`config.mk`:
```
export PLATFORM = sky130hd
export DESIGN_NAME = mext_mul_ctrl
export DESIGN_NICKNAME = d
export VERILOG_FILES = /design/src/rtl/mext_mul_ctrl.sv
export SDC_FILE = /design/constraint.sdc
export NUM_CORES = 1
export LEC_CHECK = 0
export ABC_AREA = 1
export CELL_PAD_IN_SITES_DETAIL_PLACEMENT = 1
export CELL_PAD_IN_SITES_GLOBAL_PLACEMENT = 1
export CORE_UTILIZATION = 37
export CTS_CLUSTER_SIZE = 10
export DETAILED_ROUTE_END_ITERATION = 6
export PLACE_DENSITY_LB_ADDON = 0.1
export SLEW_MARGIN = 5
export SYNTH_ARGS = -nofsm -noshare
export SYNTH_HDL_FRONTEND = slang
export SYNTH_SLANG_ARGS = --single-unit
```
`constraint.sdc`:
```
create_clock -name clk -period 2.6 [get_ports clk]
set_input_delay 0.52 -clock clk [delete_from_list [all_inputs] [get_ports clk]]
set_output_delay 0.52 -clock clk [all_outputs]
set_load 0.005 [all_outputs]
```
`src/rtl/mext_mul_ctrl.sv`:
```
// ============================================================================
// Module   : mext_mul_ctrl
// Purpose  : EX-stage sequencer for the iterative RV32M multiplier, with a
//            one-entry product cache so MULH;MUL pairs finish without stall.
// Revision : 1.0  initial release
// ============================================================================
`default_nettype none

module mext_mul_ctrl #(
    parameter int REUSE_EN = 1
) (
    input  logic        clk,
    input  logic        rst,
    input  logic        mul_req,
    input  logic [2:0]  mul_op,
    input  logic [31:0] rs1,
    input  logic [31:0] rs2,
    input  logic        flush,
    output logic        mul_stall,
    output logic        mul_done,
    output logic [31:0] mul_result,
    output logic        mult_start,
    output logic [2:0]  mult_op,
    output logic [31:0] mult_a,
    output logic [31:0] mult_b,
    input  logic        mult_fin,
    input  logic [63:0] mult_product
);

    localparam logic [2:0] c_ST_IDLE  = 3'd0;
    localparam logic [2:0] c_ST_ISSUE = 3'd1;
    localparam logic [2:0] c_ST_WAIT  = 3'd2;
    localparam logic [2:0] c_ST_DONE  = 3'd3;
    localparam logic [2:0] c_ST_DRAIN = 3'd4;

    localparam logic [2:0] c_OP_MUL   = 3'b000;

    logic [2:0]  r_state;
    logic [2:0]  w_next_state;

    logic [2:0]  r_mult_op;
    logic [31:0] r_mult_a;
    logic [31:0] r_mult_b;

    logic        r_cache_valid;
    logic [2:0]  r_c_op;
    logic [31:0] r_c_a;
    logic [31:0] r_c_b;
    logic [63:0] r_c_prod;

    logic        w_ours;
    logic        w_op_match;
    logic        w_hit;
    logic        w_latch;
    logic        w_capture;

    function automatic logic [31:0] f_sel(input logic [2:0] op, input logic [63:0] prod);
        f_sel = (op == c_OP_MUL) ? prod[31:0] : prod[63:32];
    endfunction

    // Low word never depends on signedness; MUL and MULH share signed-signed products.
    assign w_ours     = mul_req & ~mul_op[2];
    assign w_op_match = (mul_op == c_OP_MUL) || (mul_op == r_c_op) ||
                        ((mul_op[2:1] == 2'b00) && (r_c_op[2:1] == 2'b00));
    assign w_hit      = (REUSE_EN != 0) && r_cache_valid && (rs1 == r_c_a) &&
                        (rs2 == r_c_b) && w_op_match;

    assign w_latch    = (r_state == c_ST_IDLE) && w_ours && !flush && !w_hit;
    assign w_capture  = (r_state == c_ST_WAIT) && mult_fin && !flush;

    always_ff @(posedge clk) begin
        if (rst) begin
            r_state <= c_ST_IDLE;
        end else begin
            r_state <= w_next_state;
        end
    end

    always_comb begin
        w_next_state = r_state;
        case (r_state)
            c_ST_IDLE: begin
                if (w_ours && !flush && !w_hit) begin
                    w_next_state = c_ST_ISSUE;
                end
            end
            c_ST_ISSUE: begin
                w_next_state = flush ? c_ST_DRAIN : c_ST_WAIT;
            end
            c_ST_WAIT: begin
                // A flush coinciding with fin has nothing left to drain.
                if (flush) begin
                    w_next_state = mult_fin ? c_ST_IDLE : c_ST_DRAIN;
                end else if (mult_fin) begin
                    w_next_state = c_ST_DONE;
                end
            end
            c_ST_DONE: begin
                w_next_state = c_ST_IDLE;
            end
            c_ST_DRAIN: begin
                if (mult_fin) begin
                    w_next_state = c_ST_IDLE;
                end
            end
            default: begin
                w_next_state = c_ST_IDLE;
            end
        endcase
    end

    always_ff @(posedge clk) begin
        if (rst) begin
            r_mult_op     <= 3'd0;
            r_mult_a      <= 32'd0;
            r_mult_b      <= 32'd0;
            r_cache_valid <= 1'b0;
            r_c_op        <= 3'd0;
            r_c_a         <= 32'd0;
            r_c_b         <= 32'd0;
            r_c_prod      <= 64'd0;
        end else begin
            if (w_latch) begin
                r_mult_op <= mul_op;
                r_mult_a  <= rs1;
                r_mult_b  <= rs2;
            end
            if (w_capture) begin
                r_cache_valid <= 1'b1;
                r_c_op        <= r_mult_op;
                r_c_a         <= r_mult_a;
                r_c_b         <= r_mult_b;
                r_c_prod      <= mult_product;
            end
        end
    end

    always_comb begin
        mul_stall  = 1'b0;
        mul_done   = 1'b0;
        mul_result = 32'd0;
        mult_start = 1'b0;
        if (!rst) begin
            case (r_state)
                c_ST_IDLE: begin
                    if (w_ours && !flush) begin
                        if (w_hit) begin
                            mul_done   = 1'b1;
                            mul_result = f_sel(mul_op, r_c_prod);
                        end else begin
                            mul_stall  = 1'b1;
                        end
                    end
                end
                c_ST_ISSUE: begin
                    mult_start = 1'b1;
                    mul_stall  = 1'b1;
                end
                c_ST_WAIT: begin
                    mul_stall  = 1'b1;
                end
                c_ST_DONE: begin
                    if (!flush) begin
                        mul_done   = 1'b1;
                        mul_result = f_sel(r_mult_op, r_c_prod);
                    end
                end
                c_ST_DRAIN: begin
                    mul_stall  = mul_req;
                end
                default: begin
                    mul_stall  = 1'b0;
                end
            endcase
        end
    end

    assign mult_op = r_mult_op;
    assign mult_a  = r_mult_a;
    assign mult_b  = r_mult_b;

endmodule

`default_nettype wire

```
== Word-level counts from Yosys, hierarchy flattened ==
Cells that the tools add are included.

* Equal/unequal tests: 10
* Multiplexer cells: 25
* Bitwise operators: 2
* Reduce and logical (&&, ||, !) cells: 22

{| class="wikitable"
|+ Operator list
! cell !! number
|-
| 32-bit 2-to-1 mux || 6
|-
| 32-bit == test || 2
|-
| 32-bit case mux with 2 select lines || 1
|-
| 3-bit 2-to-1 mux || 6
|-
| 3-bit case mux with 4 select lines || 1
|-
| 1-bit logical AND || 11
|-
| 3-bit zero test || 3
|-
| 1-bit 2-to-1 mux || 9
|-
| 3-bit by 2-bit == test with 1-bit output (second input constant) || 2
|-
| 2-bit zero test || 2
|-
| 3-bit by 1-bit == test with 1-bit output (second input constant) || 1
|-
| 3-bit == test || 1
|-
| 3-bit == test (second input constant) || 1
|-
| 3-bit inequality test (second input constant) || 1
|-
| 1-bit case mux with 3 select lines || 1
|-
| 3-bit AND reduction || 1
|-
| 1-bit zero test || 2
|-
| 1-bit logical OR || 2
|-
| 2-bit by 1-bit inequality test with 1-bit output (second input constant) || 1
|-
| 2-bit inequality test (second input constant) || 1
|-
| 1-bit case mux with 2 select lines || 1
|-
| 2-bit OR reduction || 1
|-
| 1-bit bitwise AND || 1
|-
| 1-bit NOT || 1
|}

* Flip-flop bits (word level): 202
* Word-level logic and storage cells: 68
* Output and inout bits: 102
* Bits of input ports: 136

== Logic depth before layout (Yosys ltp) ==
Gate-level depths: netlist of the first run.

* Depth after elaboration: 8
* Gate-level depth with buffers: 15
* Depth with buffers taken out: 13

== Worst setup path before layout of the first run ==
OpenSTA, ideal clock, no wires.

* Path kind: input to output
* Start: in rs2[29]
* End: out mul_result[22]
* Arrival: 1.636 ns
* Path buffers: 1
* Slack: 0.444 ns
* Cell stages on the path: 13
* Data required time: 2.080 ns
* Cells stage by stage: inv_1 -> nand2_1 -> nand2_1 -> nor2_1 -> nand2_1 -> nor2_1 -> nand2_1 -> nor2_2 -> nand3_2 -> nor2_4 -> buf_4 -> nand2_1 -> a21oi_1

* Word-level cells in the longest chain between the ends: 7

{| class="wikitable"
|+ RTL lines
! what !! RTL line !! RTL
|-
| start: declaration || 17 || <nowiki>input logic [31:0] rs2,</nowiki>
|-
| 32-bit == test || 66 || <nowiki>(rs2 == r_c_b) && w_op_match;</nowiki>
|-
| 1-bit logical AND || 65 || <nowiki>assign w_hit = (REUSE_EN != 0) && r_cache_valid && (rs1 == r_c_a) &&</nowiki>
|-
| 1-bit logical AND || 66 ||
|-
| 32-bit 2-to-1 mux || 147 || <nowiki>if (w_hit) begin</nowiki>
|-
| 32-bit 2-to-1 mux || 146 || <nowiki>if (w_ours && !flush) begin</nowiki>
|-
| 32-bit case mux with 2 select lines || 144 || <nowiki>case (r_state)</nowiki>
|-
| 32-bit 2-to-1 mux || 143 || <nowiki>if (!rst) begin</nowiki>
|-
| end: declaration || 21 || <nowiki>output logic [31:0] mul_result,</nowiki>
|}

No other way between the ends.

== Final worst setup path of the first run ==
* Start: reg r_c_b[12]
* End: out mul_result[21]

* Word-level cells in the longest chain between the ends: 7

{| class="wikitable"
|+ RTL lines
! what !! RTL line !! RTL
|-
| start: declaration || 48 || <nowiki>logic [31:0] r_c_b;</nowiki>
|-
| start signal: assignment || 132 || <nowiki>r_c_b <= r_mult_b;</nowiki>
|-
| 32-bit == test || 66 ||
|-
| 1-bit logical AND || 65 ||
|-
| 1-bit logical AND || 66 ||
|-
| 32-bit 2-to-1 mux || 147 ||
|-
| 32-bit 2-to-1 mux || 146 ||
|-
| 32-bit case mux with 2 select lines || 144 ||
|-
| 32-bit 2-to-1 mux || 143 ||
|}

No other way between the ends.

==> key figures, run 1 <==
Clock tree
  • Root buffer cell: clkbuf_16
  • Max Buffers Root-to-Sink: 3
  • CTS clk-pin slew, worst paths: roughly 0.05 ns
  • CTS H-Tree Depth: 1
  • CTS Sinks: 202
  • Number of buffers created by CTS: 25
  • Clock tree from TritonCTS: built
  • Clock Latency Late Sink: roughly 0.53 ns

Critical path
  • R2R Path End: mult_b[25]$_SDFFE_PP0P_
  • Top cell by count, worst path: nand2_1
  • Flop2flop setup slack: 0.23 ns
  • WP data arrival: between 2 and 3 ns
  • Critical path launch point type: flip-flop
  • Critical path origin: r_c_b[12]$_SDFFE_PP0P_
  • Slowest stage cell, crit path: dfxtp_1
  • Crit-path cells: inv_1 > nand2_1 > nand2_1 > nor2_1 > nand2_1 > nor2_1 > nand2_1 > nor2_4 > nand3_4 > nor2_4 > buf_6 > buf_8 > buf_16 > nand2_2 > a21oi_2 > buf_2
  • Buffers & Inverters on Critical Path: 5
  • WP depth: 16
  • Worst setup endpoint: mul_result[21]
  • Reg2reg start: r_c_b[12]$_SDFFE_PP0P_
  • CP Class: flip-flop to output pin
  • Crit-path leading delay family: simple AND/OR/NAND/NOR gates
  • Req. time, crit path: 2.08 ns
  • CP Max Fanout: 6
  • R2R cell count: 18
  • Crit-path max cell delay: approximately 0.33 ns
  • CP Capture Type: output pin

Detailed routing
  • Initial DRC Count: roughly 480
  • Total wire length: 33880 microns
  • DRT antenna net count: 0
  • DRT Pass-1 Iters: 5
  • Via count: approximately 10k
  • Avg Vias per Cell: roughly 5
  • Per-cell routed wire length: between 15 and 20 microns
  • # DRC: 0

Logic synthesis
  • Most frequent cell after synthesis: nand2_1
  • Ys async rst share: 0%
  • Synth warn: 0
  • Cell taking the most area after synthesis: dfxtp_1
  • Mapped cell area: ~9500 sq um
  • Syn_nets: between 1.5k and 2k
  • Sequential cell area fraction in the yosys report: between 40% and 50%
  • Top FF cell, synth: dfxtp_1
  • Synth cell types: 29
  • Post-Synthesis Cells: 1420
  • Number of synthesized flops with an enable pin: 0
  • Most frequent cells after synthesis: nand2_1 (247), o21ai_0 (219), dfxtp_1 (202)
  • Yosys reg bits: 202
  • Top post-synthesis cells by area: dfxtp_1 (42%), o21ai_0 (12%), a21oi_1 (10%), nand2_1 (9.7%), inv_1 (7.7%)
  • Avg Inst Size Synth: ~6.7 sq um
  • Top-area cell type share of the netlist area: 42.43%

Timing
  • WHS: between 0.3 and 0.4 ns
  • Slew headroom: roughly three quarters
  • Hold Violations, Final: 0
  • Final setup viols: 34
  • Tmin final: approximately 3.1 ns
  • Final setup margin: -0.4502 ns
  • Worst-Margin Slew: just under 0.4 ns
  • Unrepaired setup endpoints after global routing: yes
  • Fin. max-slew vios: 0
  • Final Skew: between 0.02 and 0.025 ns
  • Fmax: approximately 0.33 GHz
  • Final period utilization: 117.3%

Cells and area
  • Final std cells w/o fill: a little over 2k
  • Share of cells above drive strength 1: between 10% and 20%
  • Fillcell total: about 3.3k
  • Area growth from synthesis to layout: 43.07%
  • Final #Nets: 1816

Global routing
  • First-pass GRT wire length: ~53000 microns
  • Antenna violations before repair: 4
  • Largest net degree at the start of global routing: between 60 and 70
  • Vias in the first global route: a little over 10k
  • Total GRT Usage: between 20% and 30%
  • Overflow after GRT: 0

Placement
  • Placed insts: 1969
  • PortBufs: ~240
  • GP Congestion: 0.7956
  • Post-detail-place hpwl: approximately 22000 microns

Run status
  • Violated checks: negative setup slack
  • Status: complete, but fails checks

Die
  • Initial Utilization: ~38%
  • Core area: 25250 sq um
  • Row count: 58
  • Die height: ~160 microns
  • Top Ports: about 240
  • Die area: around 26000 sq um
  • Die width: 162.5 microns

Power and ir drop
  • Static leakage: 5.806 nW
  • Peak VDD IR: between 0.3 and 0.4 mV
  • Pwr Density: 540.2 nW/um^2

Run
  • Max cap viols: 0

Worst hold path
  • Worst hold path class: input port to flip-flop
==> worst min path at each step <==
stage	depth (start not counted)	to	startpoint	slack, ns
global route	3	mult_a[19]$_SDFFE_PP0P_	rs1[19]	0.36
floorplan	2	r_cache_valid$_SDFFE_PP0P_	r_cache_valid$_SDFFE_PP0P_	0.43
detailed placement	2	r_cache_valid$_SDFFE_PP0P_	r_cache_valid$_SDFFE_PP0P_	0.46
finish	3	mult_a[30]$_SDFFE_PP0P_	rs1[30]	0.35
CTS	3	mult_b[31]$_SDFFE_PP0P_	rs2[31]	0.40
global placement	2	r_cache_valid$_SDFFE_PP0P_	r_cache_valid$_SDFFE_PP0P_	0.44
==> registers in the layout, indices dropped and copies added (netlist names) <==
name	cells
mult_op	3
r_c_prod	64
r_cache_valid	1
mult_a	32
r_c_op	3
mult_b	32
r_c_a	32
r_c_b	32
r_state	3
==> cells by family after synthesis <==
logic type,after synthesis,share of synthesized area [%]
and+or+nand+nor,465,20.01
AOI/OAI and AO/OA,448,23.61
buffers and inverters,286,12.21
DFF,202,42.43
xor gates and xnor gates,19,1.746
==> per-layer routing <==
layer,share of wire (%),track usage (%),vias to the layer above
li1,-,-,5017
met1,42,30.77,4796
met2,51,45.44,208
met3,4.5,3.972,47
met4,1.9,8.062,4
met5,0.091,0,-
==> worst register-to-register path, cell delays in order, from the launching register on <==
cell and delay, ns:
dfxtp_1 0.33, inv_1 0.06, nand2_1 0.06, nand2_1 0.08
nor2_1 0.10, nand2_1 0.09, nor2_1 0.11, nand2_1 0.09
nor2_4 0.14, nand3_4 0.10, buf_4 0.15, buf_6 0.10
buf_6 0.11, nand2_4 0.06, buf_4 0.13, clkinv_2 0.14
buf_12 0.21, nor2_1 0.13, nor2_1 0.07
==> layout make-up <==
cell class / count / area, sq um / share of cell area [%]
Tap cell: 330 / 412.9 / 3.028
Sequential cell: 202 / 4071 / 29.86
Antenna cell: 3 / 7.507 / 0.05506
Inverter: 197 / 743.2 / 5.451
Clock buffer: 32 / 681.9 / 5.001
Clock inverter: 3 / 21.27 / 0.1560
Timing Repair Buffer: 322 / 3073 / 22.54
Multi-Input combinational cell: 932 / 4624 / 33.91
==> power by group <==
group | total (mW) | switching, mW | internal [mW] | leakage, nW
clock network | 3.12 | 1.31 | 1.81 | 0.343
logic | 0.976 | 0.509 | 0.467 | 3.82
registers | 3.27 | 0.0758 | 3.19 | 1.65
==> through the flow <==
step	TNS, ns	setup slack [ns]	area (sq um)	power (mW)	util (%)
2_1_floorplan	0	0.4442	9530	3.738	-
3_3_place_gp	-45.66	-1.029	12620	4.291	49.98
3_5_place_dp	-51.02	-1.079	12620	4.313	49.98
4_1_cts	-15.34	-0.4919	13430	7.433	53.18
5_1_grt	-16.96	-0.5628	13630	7.682	53.98
6_report	-12.44	-0.4502	13640	7.366	53.99
==> timing repair <==
item,CTS,global route
gates resized for setup,226,89
gates cloned,3,0
endpoints found under the setup margin,34,34
buffers inserted,9,5
hold endpoints to repair,0,0
hold buffers,0,0
pin swaps,34,48
==> cell usage in the layout, fill, tap and decap left out, types with 7 or more instances in the layout <==
| cell | instances |
|---|---|
| a21oi_1 | 180 |
| a21oi_2 | 19 |
| buf_12 | 14 |
| buf_2 | 30 |
| buf_4 | 63 |
| clkbuf_16 | 25 |
| clkdlybuf4s50_1 | 137 |
| dfxtp_1 | 180 |
| dfxtp_2 | 22 |
| dlygate4sd2_1 | 54 |
| dlymetal6s2s_1 | 10 |
| inv_1 | 185 |
| inv_2 | 10 |
| nand2_1 | 213 |
| nand2_2 | 28 |
| nand2_4 | 7 |
| nand3_1 | 26 |
| nor2_1 | 129 |
| nor2_2 | 47 |
| o21ai_0 | 218 |
| o21ai_1 | 26 |
| xnor2_1 | 12 |
Note: power is estimated with default switching activity, not from simulation.
==> run 2, diff against run 1 <==
- CORE_MARGIN: default -> 2
- HOLD_SLACK_MARGIN: default -> 0.15
==> run 2 against run 1 <==
Net effect:
- the flow still finishes with violations (negative setup slack)
- via count is 0.59% lower
- design area down 0.73%
- final cell count shrank 0.35%
==> key figures, run 2 (synthesis results as in run 1) <==
Placement
  • Post-detail-place hpwl: 22990 microns
  • GP Congestion: between 0.7 and 0.8
  • PortBufs: 237
  • Worst slack, placed: -1.162 ns

Detailed routing
  • Initial DRC Count: ~420
  • # DRC: 0
  • Via count: between 10k and 15k
  • Avg Vias per Cell: 4.972
  • DRT Pass-1 Iters: 4
  • Per-cell routed wire length: between 15 and 20 microns
  • DRT antenna net count: 0
  • Total wire length: roughly 34000 microns

Global routing
  • GR Util met2: between 40% and 50%
  • Vias in the first global route: a little over 10k
  • Largest net degree at the start of global routing: 83
  • First-pass GRT wire length: ~53000 microns
  • Total GRT Usage: about a quarter
  • Overflow after GRT: 0
  • Routing usage on met3: roughly 5%
  • Antenna violations before repair: 7
  • Grt peak-use layer: met2
  • GRT met1 Usage: 29.45%

Cells and area
  • Multi-input gate area in the final layout: ~4600 sq um
  • Fillcell total: 3260
  • Share of cells above drive strength 1: 17.03%
  • Area growth from synthesis to layout: 42.04%
  • Most common cell after layout, fill and taps aside: o21ai_0
  • Flip-flop count of the largest register after layout: 64
  • Most frequent cells in the layout: o21ai_0 (218), nand2_1 (210), inv_1 (187)
  • Final #Nets: approximately 1.8k
  • Biggest register: r_c_prod
  • Register Area: between 4000 and 5000 sq um

Critical path
  • Worst setup endpoint: mul_result[11]
  • Critical path origin: r_c_a[17]$_SDFFE_PP0P_
  • R2R Path End: mult_b[30]$_SDFFE_PP0P_
  • WP data arrival: approximately 2.5 ns
  • R2R cell count: 16
  • CP Class: flip-flop to output pin
  • Critical path launch point type: flip-flop
  • CP Capture Type: output pin
  • Reg2reg start: r_c_a[17]$_SDFFE_PP0P_
  • Req. time, crit path: between 2 and 2.5 ns
  • CP Max Fanout: 5
  • Flop2flop setup slack: about 0.2 ns

Worst hold path
  • Worst hold path class: input port to flip-flop
  • Hold_sp: rs1[30]

Clock tree
  • Max Buffers Root-to-Sink: 3
  • Root buffer cell: clkbuf_16
  • Number of buffers created by CTS: 24
  • Clock Latency Late Sink: just over 0.5 ns
  • CTS Sinks: between 200 and 250
  • CTS clk-pin slew, worst paths: around 0.06 ns
  • Clock tree from TritonCTS: built
  • CTS H-Tree Depth: 1
  • Cts hold-fix bufs: 0

Power and ir drop
  • Pwr Density: roughly 540 nW/um^2
  • Static leakage: slightly below 6 nW
  • Peak VDD IR: roughly 0.36 mV

Die
  • Core area: roughly 25000 sq um
  • Die height: about 160 microns
  • Die width: 164.5 microns
  • Initial Utilization: roughly 38%
  • Row count: 58
  • Top Ports: 238
  • Die area: 27060 sq um

Timing
  • Worst-Margin Slew: 0.4645 ns
  • Slew headroom: 69.03%
  • Hold Violations, Final: 0
  • Final setup margin: -0.3802 ns
  • Final setup viols: 34
  • Final Skew: approximately 0.0086 ns
  • Final period utilization: 114.6%
  • Unrepaired setup endpoints after global routing: yes
  • Fmax: 0.3355 GHz
  • Fin. max-slew vios: 0
  • Tmin final: between 2 and 3 ns
  • TNS Setup: -10.31 ns

Run status
  • Violated checks: negative setup slack
  • Status: complete, but fails checks

Run
  • Max cap viols: 0
-- run 2: cell type report --
| class | instances | share of cell area [%] |
|---|---|---|
| Inverter | 197 | 5.490 |
| Sequential cell | 202 | 30.10 |
| Multi-Input combinational cell | 932 | 34.19 |
| Antenna cell | 5 | 0.09243 |
| Timing Repair Buffer | 317 | 22.14 |
| Tap cell | 330 | 3.050 |
| Clock buffer | 31 | 4.936 |
-- run 2: per-stage QoR --
step                power [mW]  std cells  cell area [sq um]  utilization [%]  hold WS, ns
detailed placement       4.316       1968              12600            49.90       0.4575
global placement         4.290       1968              12600            49.90       0.4401
global route             7.577       2012              13530            53.58       0.3459
CTS                      7.317       2009              13350            52.85       0.4209
floorplan                3.738       1420               9530                -       0.4301
finish                   7.255       2014              13540            53.60       0.3331
-- run 2: worst max-delay path, stage by stage, from the launching register on --
cell     delay, ns
dfxtp_1       0.32
inv_2         0.05
nand2_2       0.10
nand2_2       0.08
nor2_4        0.10
nand2_2       0.07
nor2_1        0.08
nand2_1       0.09
nor2_4        0.15
nand3_4       0.11
nor2_4        0.12
buf_6         0.12
buf_6         0.12
buf_16        0.14
nand2_4       0.04
a21oi_2       0.13
buf_2         0.13
-- run 2: power breakdown --
part | switching [mW] | internal (mW)
combinational | 0.514 | 0.465
sequential | 0.0742 | 3.19
clock | 1.25 | 1.76
total | 1.84 | 5.42
-- run 2: repair_timing --
item	in CTS	in global routing
pin swaps	28	54
setup buffers	9	2
gates resized for setup	245	86
endpoints found under the setup margin	34	34
cloned	3	0
-- run 2: metal layers --
metal | routed length, microns | vias up
met4 | 640 | 6
met2 | 17190 | 210
li1 | - | 5008
met5 | 37 | -
met1 | 14070 | 4738
met3 | 1994 | 51
-- run 2: worst min path at each step --
| stage | to | slack [ns] | cells past startpoint |
|---|---|---|---|
| 2_1_floorplan | r_cache_valid$_SDFFE_PP0P_ | 0.43 | 2 |
| 3_3_place_gp | r_cache_valid$_SDFFE_PP0P_ | 0.44 | 2 |
| 3_5_place_dp | r_c_prod[44]$_SDFFE_PP0P_ | 0.46 | 2 |
| 4_1_cts | mult_a[1]$_SDFFE_PP0P_ | 0.42 | 3 |
| 5_1_grt | mult_a[30]$_SDFFE_PP0P_ | 0.35 | 3 |
| 6_report | mult_a[30]$_SDFFE_PP0P_ | 0.33 | 3 |
==> run 3, diff against run 2 <==
- PLACE_DENSITY: default -> 0.88
- PLACE_DENSITY_LB_ADDON: 0.1 -> default
==> run 3 against run 2 <==
Net effect:
- the run still ends with negative setup slack left
- final cell count grew 0.30%
- critical path depth shrank 2
- utilization grew 0.68 points
- power grew 2.5%
- worst setup slack lost 0.18 ns
- first-iteration DRC count grew 77%
- critical path type unchanged
- largest cell class unchanged
==> key figures, run 3 (synthesis results as in run 1) <==
Timing
  • Final setup viols: 34
  • Fin. max-slew vios: 0
  • Hold Violations, Final: 0
  • Worst-Margin Slew: 0.5059 ns
  • Tmin final: between 3 and 4 ns
  • TNS Setup: -15.13 ns
  • Final period utilization: 121.5%
  • Fmax: 0.3166 GHz
  • Slew headroom: around two thirds
  • Final setup margin: -0.5584 ns
  • Unrepaired setup endpoints after global routing: yes
  • Final Skew: just under 0.02 ns

Power and ir drop
  • Peak VDD IR: around 0.40 mV
  • Power Internal: around 5.5 mW
  • Final Power: approximately 7.4 mW
  • Clock network fraction of total power: 42.3%
  • Pwr Density: approximately 540 nW/um^2
  • NetSw: 1.939 mW
  • Switching share of power: a little over a quarter
  • Comb pwr share: around 14%
  • Reg power frac: a little over two fifths
  • Static leakage: between 5 and 6 nW

Detailed routing
  • Avg Vias per Cell: 5.288
  • Total wire length: slightly below 40000 microns
  • DRT Pass-1 Iters: 5
  • DRT antenna net count: 0
  • # DRC: 0
  • Per-cell routed wire length: 19.11 microns
  • Initial DRC Count: around 750
  • Via count: between 10k and 15k

Critical path
  • CP Max Fanout: 6
  • Top cell by count, worst path: nand2_1
  • CP Class: flip-flop to output pin
  • Critical path launch point type: flip-flop
  • Crit-path max cell delay: between 0.3 and 0.4 ns
  • WP data arrival: roughly 2.6 ns
  • Crit-path cells: xor2_1 > nor2_1 > nand2_1 > nor2_1 > nand2_1 > nor2_2 > nand3_2 > nor2_4 > buf_12 > buf_8 > buf_16 > nand2_1 > a21oi_1 > buf_2
  • Req. time, crit path: ~2.1 ns
  • Slowest stage cell, crit path: dfxtp_1
  • R2R Path End: mult_a[3]$_SDFFE_PP0P_
  • CP Capture Type: output pin
  • Flop2flop setup slack: roughly 0.090 ns
  • Reg2reg start: r_c_a[3]$_SDFFE_PP0P_
  • R2R cell count: 16

Cells and area
  • Final #Nets: about 1.8k
  • Biggest register: r_c_prod
  • Most frequent cells in the layout: o21ai_0 (218), nand2_1 (210), inv_1 (193)
  • Flip-flop count of the largest register after layout: between 60 and 70
  • Share of cells above drive strength 1: 17.36%
  • Area growth from synthesis to layout: 43.84%
  • Final std cells w/o fill: around 2.0k
  • Most common cell after layout, fill and taps aside: o21ai_0

Global routing
  • First-pass GRT wire length: roughly 58000 microns
  • Largest net degree at the start of global routing: around 100
  • Vias in the first global route: roughly 11k
  • Overflow after GRT: 0
  • Antenna violations before repair: 9
  • Total GRT Usage: a little over a quarter

Placement
  • Placed insts: 1968
  • PortBufs: between 200 and 250
  • Post-detail-place hpwl: ~25000 microns
  • GP Congestion: 0.8452

Clock tree
  • CTS H-Tree Depth: 1
  • Root buffer cell: clkbuf_16
  • CTS Sinks: 202
  • Number of buffers created by CTS: 25
  • Clock Latency Late Sink: 0.53 ns
  • Max Buffers Root-to-Sink: 3
  • CTS clk-pin slew, worst paths: 0.05 ns
  • Clock tree from TritonCTS: built

Worst hold path
  • Hold Path Sink: mult_a[28]$_SDFFE_PP0P_
  • Worst Hold Depth: 3
  • Hold_sp: rs1[28]
  • Worst hold path class: input port to flip-flop

Run status
  • Violated checks: negative setup slack
  • Status: complete, but fails checks

Die
  • Top Ports: roughly 240
  • Core area: approximately 25000 sq um
  • Die area: between 20000 and 30000 sq um
  • Row count: 58
  • Die width: 164.5 microns
  • Die height: 164.5 microns
  • Initial Utilization: a little under two fifths

Run
  • Max cap viols: 0
==> run 3: cell count changes in the layout (fill, tap and decap cells not counted), moves of 4 or more <==
cell / before / now
dfxtp_2: 25 / 16
nor2_2: 40 / 48
nand2_2: 28 / 17
nand2_4: 10 / 21
clkdlybuf4s50_1: 137 / 142
a21oi_2: 13 / 27
inv_1: 187 / 193
a21oi_1: 186 / 170
inv_2: 8 / 2
dfxtp_1: 177 / 186
nor2_1: 132 / 128
nor2_4: 7 / 3
==> run 3: cell type report <==
cell class                 instances  area (sq um)
sequential                       202          4064
clock inverter                     3         18.77
fill                            3184         11550
multi-input combinational        932          4745
tap                              330         412.9
antenna                            8         20.02
clock buffer                      33         695.7
inverter                         197         743.2
timing repair buffer             315          3009
==> run 3: how the worst max path moves through the flow <==
stage | endpoint | cells after the start | from | slack, ns
finish | mul_result[13] | 14 | r_c_a[3]$_SDFFE_PP0P_ | -0.56
CTS | mul_result[4] | 14 | r_c_b[13]$_SDFFE_PP0P_ | -0.53
global placement | mul_result[25] | 15 | rs2[8] | -1.05
detailed placement | mul_result[7] | 15 | rs2[8] | -1.15
global route | mul_result[13] | 14 | r_c_a[3]$_SDFFE_PP0P_ | -0.67
floorplan | mul_result[22] | 13 | rs2[29] | 0.44
==> run 3: power by group through the flow <==
stage	combinational, mW	clock (mW)	sequential, mW
2_1_floorplan	0.419	0	3.32
3_3_place_gp	0.956	0	3.33
3_5_place_dp	0.988	0	3.33
4_1_cts	0.986	3.22	3.27
5_1_grt	1.11	3.34	3.28
6_report	1.02	3.15	3.27
==> run 3: stage by stage <==
| step | hold WS [ns] | utilization, % | instance area (sq um) | setup slack, ns |
|---|---|---|---|---|
| detailed placement | 0.4588 | 49.90 | 12600 | -1.153 |
| CTS | 0.3983 | 53.27 | 13450 | -0.5282 |
| floorplan | 0.4301 | - | 9530 | 0.4442 |
| finish | 0.3259 | 54.28 | 13710 | -0.5584 |
| global route | 0.3404 | 54.24 | 13700 | -0.6701 |
| global placement | 0.4388 | 49.90 | 12600 | -1.050 |
==> run 3: what timing repair did <==
action / in CTS / in global routing
pin swaps: 39 / 56
setup endpoints to repair: 100 / 100
hold buffers: 0 / 0
buffers inserted: 7 / 1
resized for setup: 256 / 86
gates cloned: 3 / 1
==> run 3: worst max-delay path: cells and delay by family, from the launching register on <==
kind            cells  cell delay (ns)
buf+inv             4             0.53
xor+xnor            1             0.16
compound gates      1             0.15
flops               1             0.33
simple gates        8             0.93
==> run 3: per-layer routing <==
metal	routed length (microns)	global-route usage (%)	share of wire [%]	vias up
met4	1690	11.19	4.4	4
li1	-	-	-	5014
met5	29	0	0.075	-
met3	2572	5.801	6.7	113
met1	15510	32.21	40	5202
met2	18800	47.17	49	348
